File: config.mk
export PLATFORM = sky130hd
export DESIGN_NAME = lock_controller_v2
export DESIGN_NICKNAME = d
export VERILOG_FILES = /design/src/rtl/lock_controller_v2.sv
export SDC_FILE = /design/constraint.sdc
export NUM_CORES = 1
export LEC_CHECK = 0
export CORE_MARGIN = 3
export CORE_UTILIZATION = 61
export DETAILED_ROUTE_END_ITERATION = 10
export GPL_ROUTABILITY_DRIVEN = 0
export PLACE_DENSITY = 0.88
export SYNTH_ARGS = -nofsm -noshare
export SYNTH_HDL_FRONTEND = slang
export SYNTH_SLANG_ARGS = --single-unit
File: constraint.sdc
create_clock -name clock -period 5.41 [get_ports clock]
set_input_delay 1.082 -clock clock [delete_from_list [all_inputs] [get_ports clock]]
set_output_delay 1.082 -clock clock [all_outputs]
set_load 0.01 [all_outputs]
File: src/rtl/lock_controller_v2.sv
// lock_controller_v2: keypad lock controller.
// Collects digits from the keypad encoder, lets the user set a passcode
// (enter, then confirm) while unlocked, then locks. A matching entry unlocks;
// MAX_ATTEMPTS consecutive wrong codes start a timed lockout.
module lock_controller_v2 #(
  parameter int CLOCK_FREQ      = 50000000,
  parameter int TIMEOUT_CYCLES  = 10 * CLOCK_FREQ,
  parameter int LOCKOUT_CYCLES  = 30 * CLOCK_FREQ,
  parameter int DIGIT_WIDTH     = 4,
  parameter int PASSCODE_LENGTH = 4,
  parameter int CODE_WIDTH      = DIGIT_WIDTH * PASSCODE_LENGTH,
  parameter logic [CODE_WIDTH-1:0] DEFAULT_PASSCODE = 16'h8148,
  parameter int MAX_ATTEMPTS    = 3
) (
  input  logic                                 clock,
  input  logic                                 reset,
  input  logic [DIGIT_WIDTH-1:0]               key,
  output logic                                 locked,
  output logic                                 error,
  output logic                                 lockout,
  output logic [CODE_WIDTH-1:0]                userEntry,
  output logic [$clog2(PASSCODE_LENGTH+1)-1:0] entry_count,
  output logic [$clog2(MAX_ATTEMPTS+1)-1:0]    attempts_left
);

  localparam int CNT_W     = $clog2(PASSCODE_LENGTH + 1);
  localparam int ATT_W     = $clog2(MAX_ATTEMPTS + 1);
  localparam int TIMEOUT_W = $clog2(TIMEOUT_CYCLES + 1);
  localparam int LOCKOUT_W = (LOCKOUT_CYCLES > 1) ? $clog2(LOCKOUT_CYCLES) : 1;

  typedef enum logic [2:0] {
    SET1       = 3'd0,
    SET2       = 3'd1,
    CMP_SET    = 3'd2,
    LOCKED     = 3'd3,
    CMP_UNLOCK = 3'd4,
    LOCKOUT    = 3'd5
  } state_t;

  state_t                 state;
  logic                   armed;
  logic [CODE_WIDTH-1:0]  passcode;
  logic [CODE_WIDTH-1:0]  candidate;
  logic [TIMEOUT_W-1:0]   timeout_cnt;
  logic [LOCKOUT_W-1:0]   lockout_cnt;

  logic in_entry;
  logic accept;
  logic entry_full;
  logic timer_run;
  logic timeout_hit;

  // Decode press acceptance, a complete entry and the inter-digit timeout.
  // NOTE: every signal driven here is assigned on every path, so no latch is inferred.
  always_comb begin
    in_entry    = (state == SET1) || (state == SET2) || (state == LOCKED);
    accept      = in_entry && armed && (key != '0);
    entry_full  = (entry_count == CNT_W'(PASSCODE_LENGTH));
    timer_run   = in_entry && (entry_count != '0) && !entry_full;
    timeout_hit = timer_run && (timeout_cnt == TIMEOUT_W'(TIMEOUT_CYCLES));
  end

  // Main controller: entry shift register, timers, state and registered outputs.
  // NOTE: sequential state uses non-blocking assignments so every register
  // samples pre-edge values, regardless of statement order.
  always_ff @(posedge clock or posedge reset) begin
    if (reset) begin
      // NOTE: passcode and candidate are plain registers, not RAM, so they take
      // a reset value; the lock must come up with a known code.
      state         <= SET1;
      armed         <= 1'b0;
      locked        <= 1'b0;
      error         <= 1'b0;
      lockout       <= 1'b0;
      userEntry     <= '0;
      entry_count   <= '0;
      attempts_left <= ATT_W'(MAX_ATTEMPTS);
      passcode      <= DEFAULT_PASSCODE;
      candidate     <= '0;
      timeout_cnt   <= '0;
      lockout_cnt   <= '0;
    end else begin
      // Only a release-then-press edge arms acceptance; held keys never repeat.
      armed <= (key == '0);

      case (state)
        SET1, SET2, LOCKED: begin
          if (entry_full) begin
            // A full entry is consumed on the edge after its last digit.
            if (state == SET1) begin
              candidate   <= userEntry;
              userEntry   <= '0;
              entry_count <= '0;
              timeout_cnt <= '0;
              state       <= SET2;
            end else if (state == SET2) begin
              state <= CMP_SET;
            end else begin
              state <= CMP_UNLOCK;
            end
          end else if (accept) begin
            // An accepted press beats a timeout landing on the same edge.
            userEntry   <= CODE_WIDTH'({userEntry, key});
            entry_count <= entry_count + CNT_W'(1);
            error       <= 1'b0;
            timeout_cnt <= '0;
          end else if (timeout_hit) begin
            error       <= 1'b1;
            userEntry   <= '0;
            entry_count <= '0;
            timeout_cnt <= '0;
            if (state == SET2) state <= SET1;
          end else if (timer_run) begin
            timeout_cnt <= timeout_cnt + TIMEOUT_W'(1);
          end else begin
            timeout_cnt <= '0;
          end
        end

        CMP_SET: begin
          userEntry   <= '0;
          entry_count <= '0;
          timeout_cnt <= '0;
          if (userEntry == candidate) begin
            passcode <= candidate;
            locked   <= 1'b1;
            state    <= LOCKED;
          end else begin
            error <= 1'b1;
            state <= SET1;
          end
        end

        CMP_UNLOCK: begin
          userEntry   <= '0;
          entry_count <= '0;
          timeout_cnt <= '0;
          if (userEntry == passcode) begin
            locked        <= 1'b0;
            attempts_left <= ATT_W'(MAX_ATTEMPTS);
            state         <= SET1;
          end else begin
            error         <= 1'b1;
            attempts_left <= attempts_left - ATT_W'(1);
            if (attempts_left <= ATT_W'(1)) begin
              lockout     <= 1'b1;
              lockout_cnt <= '0;
              state       <= LOCKOUT;
            end else begin
              state <= LOCKED;
            end
          end
        end

        LOCKOUT: begin
          // Keys are ignored; error stays set until the next accepted press.
          if (lockout_cnt == LOCKOUT_W'(LOCKOUT_CYCLES - 1)) begin
            lockout       <= 1'b0;
            attempts_left <= ATT_W'(MAX_ATTEMPTS);
            state         <= LOCKED;
          end else begin
            lockout_cnt <= lockout_cnt + LOCKOUT_W'(1);
          end
        end

        default: begin
          // Corrupted state register: restart entry, keep lock and passcode.
          userEntry   <= '0;
          entry_count <= '0;
          timeout_cnt <= '0;
          state       <= SET1;
        end
      endcase
    end
  end

endmodule

Yosys cells after proc, flatten, opt, wreduce, memory -nomap -nowiden. Index checks and enable logic that the tools add are counted.

Input port bits: 6. Logic and storage cells: 115. Flip-flop bits (word level): 120.

Add/subtract/negate cells: 4. Multiplexer cells: 47. Reductions and logical operators: 26. Bitwise logic cells: 1. Equal/unequal tests: 24. $lt $le $gt $ge: 1.

Operator list (number): 29-bit 2-to-1 mux (5); 31-bit 2-to-1 mux (3); 16-bit 2-to-1 mux (4); 31-bit case mux with 2 select lines (1); 29-bit case mux with 2 select lines (1); 3-bit 2-to-1 mux (13); 16-bit equality test (2); 16-bit case mux with 2 select lines (1); 31-bit by 1-bit adder with 31-bit output, second input constant (1); 31-bit equality test, second input constant (1); 29-bit by 1-bit adder with 29-bit output, second input constant (1); 29-bit equality test, second input constant (1); 2-bit != test, second input constant (8); 3-bit != test, second input constant (5); 3-bit case mux with 4 select lines (1); 4-bit AND reduction (3); 1-bit 2-to-1 mux (10); 3-bit equality test, second input constant (3); 3-bit AND reduction (3); 3-bit by 2-bit equality test with 1-bit output, second input constant (2); 2-bit 2-to-1 mux (3); 3-bit case mux with 2 select lines (1); 2-bit AND reduction (3); 3-bit nonzero test (2); 18 further kinds (25).

Depth between registers and ports, before layout. Gate-level depths: netlist (run 1).

Depth in word-level cells: 10. Depth in mapped cells: 9. Gate-level depth less buffers: 7.

Worst setup path after synthesis (run 1). Ideal clock, no wire load.

Kind: in2reg. Start: input port key[0]. End: register timeout_cnt[19]. Data arrival time: 2.610 ns. Path buffers: 2. Stages: 7. Library setup time: 0.082 ns. Path slack: 2.718 ns. Cells stage by stage: o41a_1 nor4_1 o21a_1 buf_2 clkbuf_1 o21ai_0 a31oi_1.

Word-level cells in the longest chain between the ends: 5.

RTL lines: start: declaration (line 17) `input logic [DIGIT_WIDTH-1:0] key,`; 4-bit nonzero test (line 57) `accept = in_entry && armed && (key != '0);`; 1-bit logical AND (line 57); 29-bit 2-to-1 mux (line 101) `end else if (accept) begin`; 29-bit 2-to-1 mux (line 88) `if (entry_full) begin`; 29-bit case mux with 2 select lines (line 86) `case (state)`; end signal: assignment (line 114) `timeout_cnt <= timeout_cnt + TIMEOUT_W'(1);`; end: declaration (line 44) `logic [TIMEOUT_W-1:0] timeout_cnt;`.

Every way passes these cells. A chain may end at the register's enable or synchronous reset.

Final worst setup path (run 1).
Start: input port key[0]. End: register timeout_cnt[8].

Same word-level chain as after synthesis.

==> flow_summary_export.csv, run 1 <==
group,metric,value,unit
status,status,"finished clean",
placement,port_buffers,29,
logic_synthesis,syn_area_per_cell,10.1,um^2
timing,worst_slack,1.98,ns
routing,vias,5245,
layout,seq_area,3010,um^2
clocking,clk_path_buf_depth,2,
clocking,cts_buffers,17,
grt,antenna_found_initial,0,
floorplan,rows,36,
layout,multiInputGateArea,3050,um^2
placement,place_area,6660,um^2
setup_path,crit_start,"key[0]",
logic_synthesis,ys_types,65,
layout,layout.nets,658,
job,cap_viol_max_count,0,
logic_synthesis,synth_simple_gate_area_share,19.8,%
routing,first_pass_iters,5,
logic_synthesis,synth_fp_nets,634,
layout,final_cells,792,
timing,hold_viol,0,
logic_synthesis,synth_compound_area_share,15.9,%
timing,final.setup.tns,0,ns
logic_synthesis,synth_edf_count,0,
logic_synthesis,synthFlopType,"dfrtp_1",
timing,timing.fmax,291,MHz
setup_path,slowest_delay,0.96,ns
layout,drive_gt1_share,13.7,%
power,power,2.88,mW
floorplan,coreArea,9910,um^2
setup_path,slowest_stage,"o21a_1",
setup_path,worstPathRequired,5.83,ns
setup_path,rr_startpoint,"entry_count[0]$_DFFE_PP0P_",
min_path,hold_class,"flip-flop to flip-flop",
clocking,cts.sink_count,120,
layout,fillerInstances,665,
setup_path,endpoint,"timeout_cnt[8]$_DFFE_PP0P_",
setup_path,critPathMaxFanout,34,
floorplan,start_util,63.5,%
logic_synthesis,seq_area_frac_synth,47.8,%
routing,drt_iter0_drc,512,
clocking,cts_max_level,4,
setup_path,r2r_slack,2.49,ns
clocking,hold_buffers,0,
clocking,post-cts-setup-buffer-count,0,
floorplan,dieArea,11600,um^2
setup_path,reg2reg_depth,7,
setup_path,path_class,"primary input to flip-flop",
logic_synthesis,synthMuxAreaShare,6.08,%
placement,pre_cts_ws,1.57,ns
logic_synthesis,synth_top_family_by_area,"simple AND/OR/NAND/NOR gates",
logic_synthesis,synth.cell_area,6290,um^2
routing,final_antenna_net_count,0,
timing,worst_slew_pin_slew,1.27,ns
power,p_leak,2.95,nW
placement,hpwl,9650,um
logic_synthesis,ys_async_sr_fraction,100,%
logic_synthesis,synth-seq-cells,120,
routing,wl_per_cell,19.6,um
clocking,cts-root-buf,"clkbuf_8",
power,ir_drop,0.000307,V
timing,setup_viol_count_final,0,
grt,grt.overflow.total,0,
setup_path,end_kind,"flip-flop",
logic_synthesis,synth_xor_area_share,5.29,%
layout,antenna_cells,0,
timing,slew_violations,0,
routing,vias_per_cell,6.62,
logic_synthesis,netlist_instances,622,
floorplan,ios,30,
floorplan,fp.dieH,108,um
timing,finalClockSkew,0.00782,ns
logic_synthesis,yosysWarnings,0,
setup_path,timing.rr.end,"timeout_cnt[15]$_DFFE_PP0P_",
clocking,clk_latency,0.54,ns
placement,dpl.cell_count,760,
power,p_per_area,399,nW/um^2
setup_path,cp_cell_sequence,"clkdlybuf4s50_1, o41a_1, nor4_1, o21a_1, a21oi_1, o21ai_0",
clocking,cts_resized,0,
timing,maxSlewHeadroom,15.1,%
logic_synthesis,synth-adder-area-share,1.19,%
routing,drt_wl_total,15500,um
layout,fin_area,7210,um^2
floorplan,die_x,108,um
layout,areaGrowthSynthToFinish,14.6,%
routing,drc,0,
setup_path,arrival,3.85,ns
timing,rsz0062_at_grt,"no",
timing,period_share,63.4,%
grt,grt_pass1_vias,5259,
timing,min_period,3.43,ns
grt,grt_pass1_wl,25900,um
clocking,path_clk_slew,0.06,ns
grt,grt_max_degree,51,
clocking,cts_tree,"yes",
grt,grtUsageTotal,28.9,%
setup_path,critPathLaunchType,"primary input",
## critical path, delay by kind of cell
kind,cells,cell delay (ns)
compound gates,4,1.99
buf+inv,1,0.46
simple gates,1,0.32
## cells by family after synthesis
group | Yosys count
AO/OA/AOI/OAI | 155
XOR/XNOR | 38
adder cells (fa/ha/maj) | 6
buffers and inverters | 57
flip-flops | 120
multiplexers | 34
AND/OR/NAND/NOR | 212
## layer usage
metal	track usage [%]	wire [um]	vias to the layer above
met4	11.5	350	0
met3	8.28	940	37
li1	-	-	2386
met1	35.6	6340	2616
met5	0	0	-
met2	48.0	7880	206
## layout by cell type, fill, tap and decap left out, types with 19 or more instances in the layout
master	Yosys	final
xnor2_1	36	36
inv_1	28	27
or3_1	21	21
mux2_2	34	34
nand4_1	30	30
clkdlybuf4s50_1	0	29
o21ai_0	33	33
dfrtp_1	114	114
nand2_1	42	42
nand3_1	19	19
a21oi_1	42	42
## power breakdown
part	leakage (nW)	total, mW	internal [mW]	switching [mW]
clock	0.265	1.06	0.652	0.408
sequential	1.64	1.09	0.988	0.0987
combinational	1.05	0.734	0.298	0.436
total	2.95	2.88	1.94	0.943
## metrics by stage
| stage | util (%) | hold WS [ns] |
|---|---|---|
| after detailed placement | 67.2 | 0.492 |
| after floorplan | - | 0.438 |
| after global routing | 72.8 | 0.529 |
| final | 72.8 | 0.508 |
| after global placement | 67.2 | 0.469 |
| after CTS | 72.8 | 0.503 |
## sequential cells by signal (all words and copies together), names as in the netlist
signal,cells
candidate,16
state,3
attempts_left,2
passcode,16
userEntry,16
locked,1
entry_count,3
lockout,1
timeout_cnt,29
armed,1
lockout_cnt,31
error,1
## Yosys cell counts, drive strengths merged, types with 18 or more instances
cell type / n / area (um^2)
dfrtp: 114 / 2850
nand2: 43 / 169
a21oi: 42 / 210
o21ai: 41 / 220
xnor2: 36 / 315
mux2: 34 / 383
nand4: 30 / 188
inv: 28 / 105
clkbuf: 22 / 82.6
or3: 21 / 131
nand3: 19 / 95.1
a22o: 18 / 158
## area by class of cell
cell class,instances,area share (%)
flip-flops and latches,120,41.7
well taps,133,2.31
repair buffers,34,4.54
inverters,28,1.49
clock inverters,12,1.79
multi-input cells,445,42.2
clock buffers,20,5.90
## worst min path at each step
| stage | depth (start not counted) | slack, ns | startpoint | end |
|---|---|---|---|---|
| floorplan | 1 | 0.44 | timeout_cnt[28]$_DFFE_PP0P_ | timeout_cnt[28]$_DFFE_PP0P_ |
| global placement | 1 | 0.47 | timeout_cnt[28]$_DFFE_PP0P_ | timeout_cnt[28]$_DFFE_PP0P_ |
| detailed placement | 1 | 0.49 | timeout_cnt[28]$_DFFE_PP0P_ | timeout_cnt[28]$_DFFE_PP0P_ |
| CTS | 1 | 0.50 | timeout_cnt[28]$_DFFE_PP0P_ | timeout_cnt[28]$_DFFE_PP0P_ |
| global route | 1 | 0.53 | timeout_cnt[28]$_DFFE_PP0P_ | timeout_cnt[28]$_DFFE_PP0P_ |
| finish | 1 | 0.51 | timeout_cnt[28]$_DFFE_PP0P_ | timeout_cnt[28]$_DFFE_PP0P_ |
Power figures use the tool's default switching activity.
==> inputs of run 2 (changes only) <==
- CORE_UTILIZATION: 61 -> 55
- PLACE_DENSITY: 0.88 -> 0.84
- clock period: 5.41 -> 2.85 ns (I/O delays scaled with it)
==> flow_summary_export.csv, run 2 (synthesis gave the netlist of run 1 again) <==
group,metric,value,unit
grt,grt_pass1_wl,25600,um
placement,port_buffers,29,
clocking,post-cts-setup-buffer-count,0,
timing,final.setup.tns,0,ns
grt,grt_max_degree,61,
setup_path,arrival,2.86,ns
floorplan,rows,38,
routing,drc,0,
layout,top_register,"lockout_cnt",
routing,drt_iter0_drc,411,
setup_path,worstPathRequired,3.21,ns
layout,final_cells,809,
layout,layout_commonest_cell,"dfrtp_1",
layout,antenna_cells,0,
clocking,cts_resized,0,
timing,hold_viol,0,
floorplan,dieArea,12800,um^2
min_path,hold_class,"flip-flop to flip-flop",
floorplan,ios,30,
clocking,hold_buffers,0,
routing,first_pass_iters,5,
status,status,"finished clean",
grt,grt_pass1_vias,5233,
placement,dpl.cell_count,777,
setup_path,end_kind,"flip-flop",
floorplan,coreArea,11000,um^2
power,p_per_area,797,nW/um^2
timing,slew_violations,0,
floorplan,fp.dieH,113,um
layout,final_cell_mix,"114 x dfrtp_1, 42 x nand2_1, 42 x a21oi_1, 36 x xnor2_1, 34 x mux2_2",
layout,areaGrowthSynthToFinish,17.5,%
timing,setup_viol_count_final,0,
placement,hpwl,9750,um
clocking,clk_path_buf_depth,2,
power,p_leak,3.02,nW
timing,worst_slew_pin_slew,0.755,ns
grt,antenna_found_initial,0,
timing,rsz0062_at_grt,"no",
setup_path,critPathMaxFanout,19,
job,cap_viol_max_count,0,
min_path,hold_path.startpoint,"timeout_cnt[19]$_DFFE_PP0P_",
grt,grtUsageTotal,25.1,%
clocking,cts_tree,"yes",
layout,largest_reg_flops,31,
routing,drt_wl_total,15400,um
clocking,path_clk_slew,0.06,ns
layout,fillerInstances,785,
setup_path,r2r_slack,0.35,ns
timing,period_share,87.7,%
routing,final_antenna_net_count,0,
timing,maxSlewHeadroom,49.7,%
layout,multiInputGateArea,3050,um^2
setup_path,critPathLaunchType,"flip-flop",
routing,vias_per_cell,6.50,
clocking,cts-root-buf,"clkbuf_16",
clocking,cts_max_level,4,
floorplan,start_util,57.1,%
clocking,cts_buffers,17,
setup_path,path_class,"flip-flop to flip-flop",
setup_path,crit_start,"entry_count[0]$_DFFE_PP0P_",
timing,timing.fmax,400,MHz
layout,layout.nets,668,
layout,drive_gt1_share,15.2,%
timing,min_period,2.50,ns
layout,reg.largest.list,"lockout_cnt: 31 flops, timeout_cnt: 29 flops",
floorplan,die_x,113,um
routing,wl_per_cell,19.0,um
timing,finalClockSkew,0.00958,ns
power,ir_drop,0.000628,V
grt,grt.overflow.total,0,
routing,vias,5255,
setup_path,rr_startpoint,"entry_count[0]$_DFFE_PP0P_",
layout,seq_area,3010,um^2
clocking,clk_latency,0.42,ns
clocking,cts.sink_count,120,
-- run 2: cell count changes in the layout (fill, tap and decap cells not counted), sizes merged --
cell      before  now
bufinv         2    4
buf            5   15
clkinvlp       3    6
clkbuf        20   18
inv           28   29
clkinv         7    3
-- run 2: worst max-delay path, cell delays in order (launching register included) --
cell and delay (ns):
dfrtp_1 0.40, inv_1 0.06, ha_1 0.26, nand2_1 0.16, nor3b_1 0.45, and2_1 0.70
a21oi_1 0.15, o21ba_2 0.26
-- run 2: metal layers --
metal	vias up	share of wire, %	track usage, %	routed length (um)
li1	2398	-	-	-
met1	2632	43	31.7	6530
met2	188	50	42.1	7670
met3	37	5.0	5.13	766
met4	0	2.6	10.9	393
met5	-	0	0	0
-- run 2: path summary, 6_finish.rpt --
path / cells past startpoint / endpoint
worst max-delay path: 7 / entry_count[2]$_DFFE_PP0P_
worst min-delay path: 1 / timeout_cnt[19]$_DFFE_PP0P_
worst max register to register: 7 / entry_count[2]$_DFFE_PP0P_
worst min register to register: 1 / timeout_cnt[19]$_DFFE_PP0P_
max in group asynchronous: 3 / lockout_cnt[5]$_DFFE_PP0P_
min in group asynchronous: 3 / timeout_cnt[3]$_DFFE_PP0P_
-- run 2: metrics by stage --
step | util (%) | instance area [um^2] | power [mW] | hold slack [ns] | worst slack, ns
final | 67.0 | 7400 | 5.90 | 0.519 | 0.351
after global routing | 67.0 | 7400 | 6.14 | 0.523 | 0.216
after CTS | 67.0 | 7400 | 5.89 | 0.514 | 0.344
after detailed placement | 61.4 | 6770 | 3.55 | 0.502 | 0.117
after global placement | 61.4 | 6770 | 3.49 | 0.473 | 0.204
after floorplan | - | 6300 | 2.98 | 0.438 | 0.670
-- run 2: final cells by class --
type | instances | area share, %
Timing Repair Buffer | 44 | 5.79
Clock buffer | 18 | 5.80
Clock inverter | 14 | 2.67
Tap cell | 140 | 2.37
Multi-Input combinational cell | 445 | 41.2
Inverter | 28 | 1.47
Sequential cell | 120 | 40.7
-- run 2: report_power, final --
group	internal (mW)	switching, mW	total [mW]	leakage (nW)
Clock	1.47	0.820	2.29	0.289
Combinational	0.678	0.871	1.55	1.09
Sequential	1.87	0.186	2.06	1.64
Total	4.02	1.88	5.90	3.02
